**config.mk**
```make
export PLATFORM = sky130hd
export DESIGN_NAME = rr_arbiter_4_flat
export DESIGN_NICKNAME = d
export VERILOG_FILES = /design/src/rtl/arb_pkg.sv /design/src/rtl/rr_arbiter_4_if.sv /design/src/rtl/decoder_2_4.sv /design/src/rtl/rr_arbiter_4.sv /design/src/flat_wrapper.sv
export SDC_FILE = /design/constraint.sdc
export NUM_CORES = 1
export LEC_CHECK = 0
export CAP_MARGIN = 20
export CELL_PAD_IN_SITES_DETAIL_PLACEMENT = 0
export CELL_PAD_IN_SITES_GLOBAL_PLACEMENT = 1
export CORE_MARGIN = 1.5
export CORE_UTILIZATION = 29
export CTS_CLUSTER_SIZE = 14
export DETAILED_ROUTE_END_ITERATION = 8
export HOLD_SLACK_MARGIN = 0.12
export MAX_ROUTING_LAYER = met4
export PLACE_DENSITY_LB_ADDON = 0.1
export SLEW_MARGIN = 0
export SYNTH_ARGS = -nofsm -noshare
export SYNTH_HDL_FRONTEND = slang
export SYNTH_SLANG_ARGS = --single-unit
```
**constraint.sdc**
```tcl
create_clock -name clk -period 1.45 [get_ports clk]
set_input_delay 0.29 -clock clk [delete_from_list [all_inputs] [get_ports clk]]
set_output_delay 0.29 -clock clk [all_outputs]
set_load 0.02 [all_outputs]
```
**src/rtl/arb_pkg.sv**
```systemverilog
// Shared types and helpers for the four-requester round-robin arbiter.
// The state encoding and the pointer-ordered winner search live here.
package arb_pkg;

  localparam int N_REQ = 4;
  localparam int IDX_W = 2;

  typedef enum logic [1:0] {
    IDLE  = 2'd0,
    GRANT = 2'd1,
    GAP   = 2'd2
  } arb_state_t;

  // Returns the first asserted request at or after ptr, wrapping modulo N_REQ.
  // With no request set the result is ptr, which callers gate with |req.
  function automatic logic [IDX_W-1:0] rr_pick(input logic [N_REQ-1:0] req,
                                               input logic [IDX_W-1:0] ptr);
    logic [IDX_W-1:0] idx;
    rr_pick = ptr;
    for (int k = N_REQ - 1; k >= 0; k--) begin
      idx = ptr + IDX_W'(k);
      if (req[idx]) rr_pick = idx;
    end
  endfunction

endpackage

```
**src/rtl/rr_arbiter_4_if.sv**
```systemverilog
// Request/grant bundle between the requesting blocks and rr_arbiter_4.
// The slave modport is the arbiter side; master is the requester side.
interface rr_arbiter_4_if;
  import arb_pkg::*;

  logic [N_REQ-1:0] req;
  logic             en;
  logic             a1;
  logic             a0;
  logic [N_REQ-1:0] gnt;
  logic             timeout;

  modport master (output req, input en, a1, a0, gnt, timeout);
  modport slave  (input req, output en, a1, a0, gnt, timeout);

endinterface

```
**src/rtl/decoder_2_4.sv**
```systemverilog
// 2-to-4 decoder with enable: z[{a1,a0}] = en, every other bit 0.
module decoder_2_4 (
  input  logic       en,
  input  logic       a1,
  input  logic       a0,
  output logic [3:0] z
);

  always_comb begin
    z = 4'b0000;
    z[{a1, a0}] = en;
  end

endmodule

```
**src/rtl/rr_arbiter_4.sv**
```systemverilog
// Four-requester round-robin arbiter with a registered grant index and a one-hot
// grant decode. Define ARB_TIMEOUT_EN to revoke grants held for HOLD_MAX cycles.
module rr_arbiter_4
  import arb_pkg::*;
#(
  parameter int HOLD_MAX = 15
) (
  input  logic          clk,
  input  logic          rst_n,
  rr_arbiter_4_if.slave bus
);

  if ((HOLD_MAX < 2) || (HOLD_MAX > 255)) begin : g_hold_range
    $error("rr_arbiter_4: HOLD_MAX must lie in 2..255");
  end

  arb_state_t       state_q, state_d;
  logic [IDX_W-1:0] ptr_q, ptr_d;
  logic [IDX_W-1:0] idx_q, idx_d;
  logic             en_q, en_d;
  logic [IDX_W-1:0] winner;
  logic             any_req;
  logic             rel_req;
  logic             expire;

`ifdef ARB_TIMEOUT_EN
  localparam logic [7:0] HOLD_LAST = 8'(HOLD_MAX - 1);

  logic [7:0] cnt_q, cnt_d;
  logic       timeout_q, timeout_d;

  function automatic logic [7:0] sat_inc(input logic [7:0] v);
    return (v == 8'hFF) ? v : v + 8'd1;
  endfunction

  assign expire = (cnt_q == HOLD_LAST);
`else
  assign expire = 1'b0;
`endif

  assign winner  = rr_pick(bus.req, ptr_q);
  assign any_req = |bus.req;
  assign rel_req = ~bus.req[idx_q];

  always_comb begin
    state_d = state_q;
    ptr_d   = ptr_q;
    idx_d   = idx_q;
    en_d    = en_q;
`ifdef ARB_TIMEOUT_EN
    cnt_d     = cnt_q;
    timeout_d = 1'b0;
`endif
    case (state_q)
      // IDLE and GAP both arbitrate; GAP differs only in being entered for one cycle.
      IDLE, GAP: begin
        if (any_req) begin
          state_d = GRANT;
          idx_d   = winner;
          en_d    = 1'b1;
`ifdef ARB_TIMEOUT_EN
          cnt_d   = 8'd0;
`endif
        end else begin
          state_d = IDLE;
          en_d    = 1'b0;
        end
      end
      GRANT: begin
`ifdef ARB_TIMEOUT_EN
        cnt_d = sat_inc(cnt_q);
`endif
        if (rel_req || expire) begin
          state_d = GAP;
          en_d    = 1'b0;
          ptr_d   = idx_q + IDX_W'(1);
`ifdef ARB_TIMEOUT_EN
          // A voluntary release in the expiry cycle is not a revocation.
          timeout_d = ~rel_req;
`endif
        end
      end
      default: begin
        state_d = IDLE;
        en_d    = 1'b0;
      end
    endcase
  end

  always_ff @(posedge clk or negedge rst_n) begin
    if (!rst_n) begin
      state_q <= IDLE;
      ptr_q   <= '0;
      idx_q   <= '0;
      en_q    <= 1'b0;
`ifdef ARB_TIMEOUT_EN
      cnt_q     <= 8'd0;
      timeout_q <= 1'b0;
`endif
    end else begin
      state_q <= state_d;
      ptr_q   <= ptr_d;
      idx_q   <= idx_d;
      en_q    <= en_d;
`ifdef ARB_TIMEOUT_EN
      cnt_q     <= cnt_d;
      timeout_q <= timeout_d;
`endif
    end
  end

  assign bus.en = en_q;
  assign bus.a1 = idx_q[1];
  assign bus.a0 = idx_q[0];
`ifdef ARB_TIMEOUT_EN
  assign bus.timeout = timeout_q;
`else
  assign bus.timeout = 1'b0;
`endif

  decoder_2_4 u_dec (
    .en (en_q),
    .a1 (idx_q[1]),
    .a0 (idx_q[0]),
    .z  (bus.gnt)
  );

endmodule

```
**src/flat_wrapper.sv**
```systemverilog
// flat-port wrapper written by rule: the top's interface ports become plain ports
module rr_arbiter_4_flat import arb_pkg::*;
#(
  parameter int HOLD_MAX = 15
)
  (clk, rst_n, bus_req, bus_en, bus_a1, bus_a0, bus_gnt, bus_timeout);
  rr_arbiter_4_if bus_i ();
  input  logic clk;
  input  logic rst_n;
  input wire logic [$bits(bus_i.req)-1:0] bus_req;
  output wire logic [$bits(bus_i.en)-1:0] bus_en;
  output wire logic [$bits(bus_i.a1)-1:0] bus_a1;
  output wire logic [$bits(bus_i.a0)-1:0] bus_a0;
  output wire logic [$bits(bus_i.gnt)-1:0] bus_gnt;
  output wire logic [$bits(bus_i.timeout)-1:0] bus_timeout;
  assign bus_i.req = bus_req;
  assign bus_en = bus_i.en;
  assign bus_a1 = bus_i.a1;
  assign bus_a0 = bus_i.a0;
  assign bus_gnt = bus_i.gnt;
  assign bus_timeout = bus_i.timeout;
  rr_arbiter_4 #(.HOLD_MAX(HOLD_MAX)) u_core (.clk(clk), .rst_n(rst_n), .bus(bus_i));
endmodule
```
======== Yosys cells after proc, flatten, opt, wreduce, memory -nomap -nowiden ========
Cells that the tools add are included.
operators by class
  reductions and logical operators ........ 6
  add/subtract/negate cells ............... 4
  bitwise operators ....................... 2
  order comparisons ....................... 6
  muxes and demuxes ....................... 22
  eq/ne operators ......................... 3
operators with widths
  operator                                                    count
  less-than comparator 2 x 3 -> 1 bit, second input constant  5
  binary-select mux 1 bit (select 2 bit)                      5
  two-way mux 2 bit                                           5
  two-way mux 1 bit                                           9
  adder 2 x 1 -> 2 bit, second input constant                 2
  adder 2 bit, second input constant                          2
  bitwise AND 4 bit                                           1
  case mux 2 bit (2 select lines)                             1
  AND reduction 2 bit                                         2
  OR reduction 4 bit                                          1
  demux 1 bit (select 2 bit)                                  1
  equality test 2 x 1 -> 1 bit, second input constant         1
  equality test 2 bit, second input constant                  1
  >= comparator 2 x 1 -> 1 bit, second input constant         1
  logical NOT 2 bit                                           1
  inequality test 2 bit, second input constant                1
  case mux 1 bit (2 select lines)                             1
  OR reduction 2 bit                                          1
  logical AND 1 bit                                           1
  NOT 1 bit                                                   1
word-level totals
  output and inout port bits .............. 8
  flip-flop bits (word level) ............. 7
  logic and storage cells ................. 47
  bits of input ports ..................... 6

======== Depth between registers and ports, before layout ========
Gate-level depths: netlist (run 1).
  depth after elaboration ................. 7
  mapped depth ............................ 4
  gate-level depth less buffers ........... 4

======== Cells and area by module ========
A second synthesis (run 1) with hierarchy kept.
second synthesis, totals
  cell total of the unflattened synthesis .. 50
  area total of the unflattened synthesis .. 410.4 sq um
by module, submodules not included
  module        area each (sq um)  sequential area each (sq um)  cells an instance  times used
  rr_arbiter_4  372.9              150.1                         46                 1
  decoder_2_4   37.5               0.0                           4                  1

======== Least setup slack after synthesis (run 1) ========
OpenSTA, ideal clock, no wires.
  path kind ............................... register to register
  start point ............................. register u_core.idx_q[0]
  end point ............................... register u_core.ptr_q[1]
  period minus slack after synthesis ...... 1.570 ns
  setup slack ............................. -0.120 ns
  arrival time ............................ 1.445 ns
  stages on the path, launching flop included .. 4
  library setup time ...................... 0.125 ns
  required time ........................... 1.325 ns
  cell sequence ........................... dfrtp_1 -> mux2_4 -> o31ai_4 -> mux2_4
on the way
  word-level cells in the longest chain between the ends .. 4
ends and longest elaborated chain
  what                                     line                 RTL
  from (decl)                              rr_arbiter_4.sv:19   logic [IDX_W-1:0] idx_q, idx_d;
  from (signal assigned)                   rr_arbiter_4.sv:103  idx_q <= idx_d;
  binary-select mux 1 bit (select 2 bit)   rr_arbiter_4.sv:43   assign rel_req = ~bus.req[idx_q];
  two-way mux 1 bit (implied by the code)  rr_arbiter_4.sv:43
  NOT 1 bit (no line)                      -
  AND reduction 2 bit (no line)            -
  to (signal assigned)                     rr_arbiter_4.sv:102  ptr_q <= ptr_d;
  to (decl)                                rr_arbiter_4.sv:18   logic [IDX_W-1:0] ptr_q, ptr_d;
Parallel ways exist; a longest one is shown, timed or not. The select of a mux whose other input is x is not followed.
A chain may end at the register's enable or synchronous reset.

======== Worst setup path after layout (run 1) ========
Ends and elaborated chain as after synthesis.

==> qor.csv, run 1 <==
stage,metric,value,unit
synthesis,Synth area leader,dfrtp_1,
final_layout,# diodes,0,
clock_tree,# clock sinks,6,
detailed_routing,drc violations,0,
critical_path,Crit Path Category,register to register,
clock_tree,CTS root buf,clkbuf_4,
synthesis,post-synth top area share,32.79,%
placement,hpwl dp,820.4,um
clock_tree,CTS tree,yes,
die,site row count,14,
grt,largest net degree at the start of global routing,7,
die,starting density of the core,30.76,%
run_status,outcome,"complete, but fails checks",
detailed_routing,DR pass1 iterations,4,
clock_tree,worst skew pair latency,0.25,ns
synthesis,complex-gate fraction of the synthesized area,19.13,%
final_layout,most frequent cells in the layout,"buf_4 (18), clkdlybuf4s50_1 (5), dfrtp_1 (5)",
placement,IO Port Bufs,12,
synthesis,"flops & latches, synth",6,
detailed_routing,initial DRC count,7,
grt,grt ovf,0,
timing,min cycle time layout,1.527,ns
grt,first-pass GRT wire length,2028,um
placement,GPL Wtd Cong,0.7322,
power_and_ir_drop,Pwr Total,0.001606,W
critical_path,nature of the critical path endpoint,register,
clock_tree,Max H-tree Level,1,
final_layout,filler instances,142,
critical_path,R2R depth,4,
final_layout,layout cell share with drive strength beyond 1,42.68,%
synthesis,XOR/XNOR share of the synthesized area,0,%
grt,GRT Total Usage,16.05,%
timing,Final WS setup,-0.07725,ns
placement,Placed Area,689.4,um^2
timing,skew final,0.001897,ns
synthesis,syn_area_per_cell,9.540,um^2
synthesis,Syn Inst Count,48,
die,Die Y,42.74,um
die,die area,1826,um^2
critical_path,Worst Path Arrival,1.66,ns
timing,Max Slew Vio Count,0,
die,num ports,14,
timing,final setup violation count,5,
clock_tree,Hold Buf Count CTS,0,
timing,TNS Setup,-0.2152,ns
synthesis,"top cells by area, synth","dfrtp_1 (33%), ha_1 (11%), mux2_4 (6.6%)",
grt,number of global-route vias before repair,455,
detailed_routing,Via Count,466,
power_and_ir_drop,P per Cell Area,2129,nW/um^2
synthesis,Syn Nets,58,
detailed_routing,Antenna Nets Post-Route,0,
run,number of max-cap violations,0,
timing,RSZ-0062 raised after global routing,true,
die,area of the core,1489,um^2
detailed_routing,final WL,1172,um
critical_path,Reg-to-Reg Start,u_core.idx_q[0],
critical_path,crit path launch type,register,
power_and_ir_drop,Peak VDD IR,1185,uV
critical_path,r2r endpoint,u_core.ptr_q[1],
run_status,failing checks,setup timing,
power_and_ir_drop,P_leak,0.3860,nW
synthesis,Mapped Area,457.9,um^2
synthesis,post-synthesis simple-gate area fraction,17.21,%
synthesis,Synthesis Warnings,0,
critical_path,critical path peak fanout,4,
critical_path,worst path required time,1.59,ns
synthesis,Synth cell types,22,
detailed_routing,DR vias/cell,4.755,
final_layout,design area,754.5,um^2
synthesis,Post-Synth Adder-Cell Area,10.93,%
synthesis,sequential area share after synthesis,32.79,%
timing,crit share post-route,105.3,%
timing,final hold vios,0,
die,chip width,42.74,um
clock_tree,CTS buffer count,3,
grt,initial antenna violation count,0,
final_layout,area delta synth->final,64.75,%
clock_tree,clk buf depth,2,
final_layout,final cell count without fillers,98,
detailed_routing,wire length per cell,11.96,um
timing,FMAX,0.6548,GHz
final_layout,# nets final,93,
clock_tree,Clock transition at path regs,0.05,ns
worst_hold_path,Hold Path Class,primary input to async pin,
critical_path,r2r setup slk,-0.08,ns
synthesis,multiplexer area fraction after synthesis,13.39,%
placement,placed cells,88,
synthesis,largest family of logic cells by synthesized area,compound AO/OA/AOI/OAI gates,
final_layout,"commonest non-fill, non-tap cell in the layout",buf_4,
-- metrics by stage --
step                worst slack (ns)  util [%]  hold slack (ns)
floorplan                   -0.02769         -        -0.005591
global placement             -0.1911     46.30           0.5600
detailed placement           -0.2107     46.30           0.5538
CTS                         -0.07858     49.92           0.2775
global route                 -0.1463     50.67           0.2973
finish                      -0.07725     50.67           0.2797
-- registers in the layout, indices dropped and copies added (netlist names) --
signal and cells:
u_core.ptr_q 2, u_core.state_q 2, u_core.idx_q 2
-- logic make-up after synthesis --
group                    count (synthesis)
AND/OR/NAND/NOR                         14
AO/OA/AOI/OAI                           12
buffers and inverters                    6
flip-flops                               6
multiplexers                             5
adder cells (fa/ha/maj)                  4
other                                    1
-- worst max-delay path, cell delays in order (launching register included) --
cell	delay [ns]
dfrtp_2	0.43
buf_6	0.14
mux2_4	0.31
o31ai_4	0.22
mux2_4	0.32
-- how the worst max path moves through the flow --
stage	from	end
finish	u_core.idx_q[0]	u_core.ptr_q[1]
global placement	u_core.idx_q[1]	bus_gnt[1]
detailed placement	bus_req[0]	u_core.ptr_q[1]
global route	u_core.idx_q[0]	u_core.ptr_q[0]
CTS	u_core.idx_q[0]	u_core.ptr_q[1]
floorplan	u_core.idx_q[0]	u_core.ptr_q[1]
-- timing repair --
action	CTS	global route
gates resized for setup	25	5
setup endpoints to repair	9	9
setup buffers	5	1
-- cell usage after synthesis --
| master | instances |
|---|---|
| buf_4 | 1 |
| mux2_2 | 1 |
| nor2_1 | 3 |
| ha_1 | 4 |
| inv_1 | 5 |
| mux2_4 | 2 |
| o31ai_4 | 1 |
| a21oi_1 | 3 |
| a21o_1 | 1 |
| conb_1 | 1 |
| a211o_1 | 1 |
| and2_1 | 4 |
| o21ai_0 | 3 |
| mux2i_1 | 2 |
| a21boi_0 | 1 |
| nor2b_1 | 1 |
| dfrtp_1 | 6 |
| nand4b_1 | 1 |
| nand2b_1 | 3 |
| o22ai_1 | 2 |
| nor3_1 | 1 |
| nand2_1 | 1 |
-- final cells by class --
type | count | area (um^2) | share of cell area (%)
inverter | 5 | 18.77 | 2.488
timing repair buffer | 31 | 251.5 | 33.33
clock buffer | 4 | 26.28 | 3.483
multi-input combinational | 36 | 286.5 | 37.98
tap | 16 | 20.02 | 2.653
sequential | 6 | 151.4 | 20.07
-- layer usage --
| layer | GRT usage (%) | part of all wire [%] | vias up |
|---|---|---|---|
| li1 | - | - | 232 |
| met3 | 6.383 | 6.1 | 4 |
| met2 | 24.24 | 46 | 18 |
| met5 | - | 0 | - |
| met4 | 7.500 | 0.85 | 0 |
| met1 | 18.52 | 47 | 212 |
-- where the power goes --
group	internal, W	switching (W)
clock	0.000105	0.0000713
combinational	0.000590	0.000488
sequential	0.000255	0.0000958
total	0.000951	0.000655
Power figures use the tool's default switching activity.
==> run 2: changes to the inputs <==
--- a/config.mk
+++ b/config.mk
@@ -8,8 +8,7 @@
 export CAP_MARGIN = 20
 export CELL_PAD_IN_SITES_DETAIL_PLACEMENT = 0
 export CELL_PAD_IN_SITES_GLOBAL_PLACEMENT = 1
-export CORE_MARGIN = 1.5
-export CORE_UTILIZATION = 29
+export CORE_UTILIZATION = 34
 export CTS_CLUSTER_SIZE = 14
 export DETAILED_ROUTE_END_ITERATION = 8
 export HOLD_SLACK_MARGIN = 0.12
==> constraint.sdc (replaced) <==
create_clock -name clk -period 1.8 [get_ports clk]
set_input_delay 0.36 -clock clk [delete_from_list [all_inputs] [get_ports clk]]
set_output_delay 0.36 -clock clk [all_outputs]
set_load 0.02 [all_outputs]
==> run 2 against run 1 <==
  * The run now ends clean
  * Worst setup slack better by 0.17 ns
  * Wire length down 6.5%
  * Clock skew down 0.00082 ns
  * First-iteration DRC count down 14%
  * Cell area down 12%
  * Count of clock-buffer cells in the layout down 1
  * Global-route usage up 3.2 points
  * Critical path depth unchanged
  * Hold slack better by 0.083 ns
  * Combinational power down 38%
  * Final cell count down 15%
==> qor.csv, run 2 (same netlist as run 1, synthesis figures left out) <==
stage,metric,value,unit
run_status,outcome,"complete, no violations",
timing,Max Slew Vio Count,0,
run,number of max-cap violations,0,
die,num ports,14,
grt,initial antenna violation count,0,
critical_path,worst path required time,1.44,ns
critical_path,nature of the critical path endpoint,output port,
clock_tree,# clock sinks,6,
grt,first-pass GRT wire length,1814,um
clock_tree,CTS buffer count,3,
timing,RSZ-0062 raised after global routing,false,
detailed_routing,DR pass1 iterations,4,
clock_tree,CTS root buf,clkbuf_4,
clock_tree,worst skew pair latency,0.23,ns
final_layout,final cell count without fillers,83,
timing,min cycle time layout,1.706,ns
critical_path,Crit Path Category,register to output port,
detailed_routing,final WL,1096,um
grt,GRT Total Usage,19.21,%
placement,IO Port Bufs,12,
final_layout,area delta synth->final,44.81,%
final_layout,most frequent cells in the layout,"clkdlybuf4s50_1 (7), buf_4 (7), inv_1 (5), dfrtp_1 (5)",
placement,placed cells,80,
critical_path,r2r endpoint,u_core.ptr_q[1],
grt,number of global-route vias before repair,404,
clock_tree,Hold Buf Count CTS,0,
detailed_routing,wire length per cell,13.20,um
timing,FMAX,0.5862,GHz
placement,hpwl dp,906.8,um
clock_tree,Clock transition at path regs,0.04,ns
power_and_ir_drop,P per Cell Area,1626,nW/um^2
clock_tree,clk buf depth,2,
timing,skew final,0.001072,ns
timing,final setup violation count,0,
critical_path,R2R depth,4,
final_layout,# diodes,0,
detailed_routing,Antenna Nets Post-Route,0,
die,site row count,12,
grt,largest net degree at the start of global routing,9,
die,die area,1498,um^2
critical_path,crit path launch type,register,
die,starting density of the core,39.10,%
critical_path,Reg-to-Reg Start,u_core.idx_q[0],
final_layout,filler instances,108,
grt,grt ovf,0,
power_and_ir_drop,P_leak,0.3354,nW
final_layout,Regs by FF count,"u_core.idx_q: 2 flops, u_core.ptr_q: 2 flops, u_core.state_q: 2 flops",
final_layout,# nets final,81,
die,Die Y,38.70,um
final_layout,design area,663.1,um^2
detailed_routing,initial DRC count,6,
clock_tree,Max H-tree Level,1,
power_and_ir_drop,Pwr Total,0.001078,W
worst_hold_path,Hold Path Class,primary input to async pin,
timing,hold_ws,0.3632,ns
detailed_routing,DR vias/cell,4.976,
clock_tree,CTS tree,yes,
detailed_routing,Via Count,413,
detailed_routing,drc violations,0,
critical_path,Worst Path Arrival,1.35,ns
timing,final hold vios,0,
final_layout,Final Util,56.62,%
power_and_ir_drop,Peak VDD IR,965.9,uV
placement,GPL Wtd Cong,0.8043,
final_layout,layout cell share with drive strength beyond 1,21.74,%
timing,crit share post-route,94.77,%
critical_path,r2r setup slk,0.19,ns
critical_path,critical path peak fanout,5,
placement,Placed Area,640.6,um^2
die,chip width,38.70,um
die,area of the core,1171,um^2
==> run 2: changes by cell type in the layout (fill, tap and decap cells not counted), moves of 2 or more <==
cell             change
buf_6                -3
clkdlybuf4s50_1      +2
buf_2                -2
buf_4               -11
==> run 2: metrics by stage <==
stage | worst slack [ns] | setup TNS, ns
floorplan | 0.2300 | 0
global placement | 0.05461 | 0
CTS | 0.04074 | 0
detailed placement | -0.009836 | -0.009836
global route | 0.02444 | 0
finish | 0.09412 | 0
==> run 2: repair_timing <==
action	CTS	global route
buffers inserted	0	0
resized for setup	4	3
endpoints found under the setup margin	4	4
==> run 2: routing by layer <==
metal  track usage (%)  vias up  wire [um]
met5                 -        -          0
met4             10.34        0         10
met3             5.202        2         45
met2             30.83       10        546
met1             21.55      194        495
li1                  -      207          -
==> run 2: where the power goes <==
group	switching [W]	internal, W	total (W)	leakage, nW
combinational	0.000335	0.000336	0.000671	0.251
clock	0.0000408	0.0000749	0.000116	0.0138
sequential	0.0000852	0.000206	0.000291	0.0702
==> run 2: worst max path at each step <==
stage | start | end | slack [ns] | cells after the start
floorplan | u_core.idx_q[0] | u_core.ptr_q[1] | 0.23 | 3
global placement | bus_req[0] | u_core.ptr_q[1] | 0.05 | 4
detailed placement | bus_req[0] | u_core.ptr_q[1] | -0.01 | 4
CTS | u_core.idx_q[0] | bus_gnt[2] | 0.04 | 4
global route | u_core.state_q[0] | bus_en | 0.02 | 1
finish | u_core.idx_q[0] | bus_gnt[2] | 0.09 | 4
==> run 2: final cells by class <==
type	instances	area [um^2]	share of cell area (%)
well taps	14	17.52	2.642
repair buffers	19	171.4	25.85
inverters	5	18.77	2.830
clock buffers	3	22.52	3.396
multi-input cells	36	281.5	42.45
flip-flops and latches	6	151.4	22.83
==> run 2: critical path: stages, from the launching register on <==
cell           delay (ns)
dfrtp_2              0.40
inv_1                0.07
ha_1                 0.19
and2_1               0.14
dlygate4sd2_1        0.31
==> patch, RTL diff (settings of run 2) <==
Add a define of `ARB_TIMEOUT_EN`.
--- a/src/rtl/rr_arbiter_4.sv
+++ b/src/rtl/rr_arbiter_4.sv
@@ -1,5 +1,7 @@
 // Four-requester round-robin arbiter with a registered grant index and a one-hot
 // grant decode. Define ARB_TIMEOUT_EN to revoke grants held for HOLD_MAX cycles.
+`define ARB_TIMEOUT_EN
+
 module rr_arbiter_4
   import arb_pkg::*;
 #(
Check against the original RTL: same outputs for any inputs over 10 cycles, from zero or initial values and one cycle with rst_n low; that may be too few to reach the edited logic, so the function may still have changed.
==> patch against run 2 <==
Sequential share of layout area rose by 10 points. Power grew 58%. Sequential cell count is 10 higher. Critical path type unchanged. Worst setup slack got worse by 46 ps. Synthesized area rose by 100%. Design area increased by 82%. Largest power group unchanged. Fmax decreased by 2.6%. Wire length rose by 83%. Hold slack better by 33 ps. Critical endpoint is now bus_a0. Via count up 90%. Highest routed layer unchanged.
==> patch: results (changes against run 2) <==
status = finished clean (unchanged)
DRT met1 WL = 1040 um (was 495 um)
Synth top area share = 43.7% (was 32.8%)
Pint = 1030 uW (was 617 uW)
largest net degree at the start of global routing = 17 (was 9)
VDD IR max = 0.000781 V (was 0.000966 V)
routability cong. = 0.801 (was 0.804)
post-DP HPWL = 1460 um (was 907 um)
end of the critical path = bus_a0 (was bus_gnt[2])
seq pwr = 609 uW (was 291 uW)
IO buf count = 13 (was 12)
share of the yosys chip area belonging to registers = 43.7% (was 32.8%)
synth unique cells = 30 (was 22)
xor and xnor area share after synthesis = 1.91% (was 0%)
final WL = 2010 um (was 1100 um)
logic gate share of total power = 53.5% (was 62.2%)
gr usage total = 17.4% (was 19.2%)
first-pass GRT wire length = 3410 um (was 1810 um)
placed cell area = 1160 um2 (was 641 um2)
top cells by area, synth = dfrtp_1 44%, ha_1 8.2%, o21ai_0 4.4%, and2_1 4.1%, nand3_1 3.3% (was dfrtp_1 33%, ha_1 11%, mux2_4 6.6%, and2_1 5.5%, o31ai_4 4.6%)
dpl ws = -139 ps (was -9.84 ps)
PnR worst setup slack = 48.5 ps (was 94.1 ps)
cts repair resizes = 14 (was 4)
GRT met3 Usage = 5.93% (was 5.20%)
maximum fanout along the worst path = 3 (was 5)
Via density = 5.03 (was 4.98)
vias in the first global route = 721 (was 404)
proportion of layout cells with a drive suffix above 1 = 22.2% (was 21.7%)
drt initial violations = 8 (was 6)
met1 usage in global routing = 24.2% (was 21.6%)
Post-Synth Adder-Cell Area = 8.20% (was 10.9%)
met2 GRT Util = 24.5% (was 30.8%)
met3 WL = 95 um (was 45 um)
most instantiated cells after synthesis = 16 x dfrtp_1, 8 x inv_1, 8 x o21ai_0 (was 6 x dfrtp_1, 5 x inv_1, 4 x and2_1, 4 x ha_1)
Worst-path clk slew = 90 ps (was 40 ps)
NumNets Final = 140 (was 81)
syn nets = 107 (was 58)
Worst-Skew Late Latency = 280 ps (was 230 ps)
CP arrival = 1390 ps (was 1350 ps)
Synth Area in Compound Gates = 15.4% (was 19.1%)
Register-to-Register Path Depth = 6 (was 4)
-- patch: cell count changes in the layout (fill, tap and decap cells not counted), moves of 3 or more --
| cell | change |
|---|---|
| buf_4 | +10 |
| dfrtp_1 | +10 |
| nand3_1 | +6 |
| o21ai_0 | +5 |
| nand2_1 | +4 |
| nor2_1 | +4 |
| a31oi_1 | +3 |
| inv_1 | +3 |
| nor3_1 | +3 |
-- patch: metrics by stage --
stage	utilization [%]	total power [uW]	cells
global route	47.9	1860	156
CTS	47.2	1670	153
floorplan	-	1090	95
global placement	46.1	1470	148
finish	47.9	1700	156
detailed placement	46.1	1470	148
-- patch: cell type report --
type	count	area (um2)
Sequential cell	16	402
Inverter	8	30.0
Tap cell	30	37.5
Timing Repair Buffer	29	235
Fill cell	247	1310
Multi-Input combinational cell	70	482
Clock buffer	3	22.5
-- patch: critical path, cell delays in order (launching register included) --
cell           delay (ps)
dfrtp_1               420
buf_4                 140
buf_4                 120
buf_4                 120
dlygate4sd2_1         310
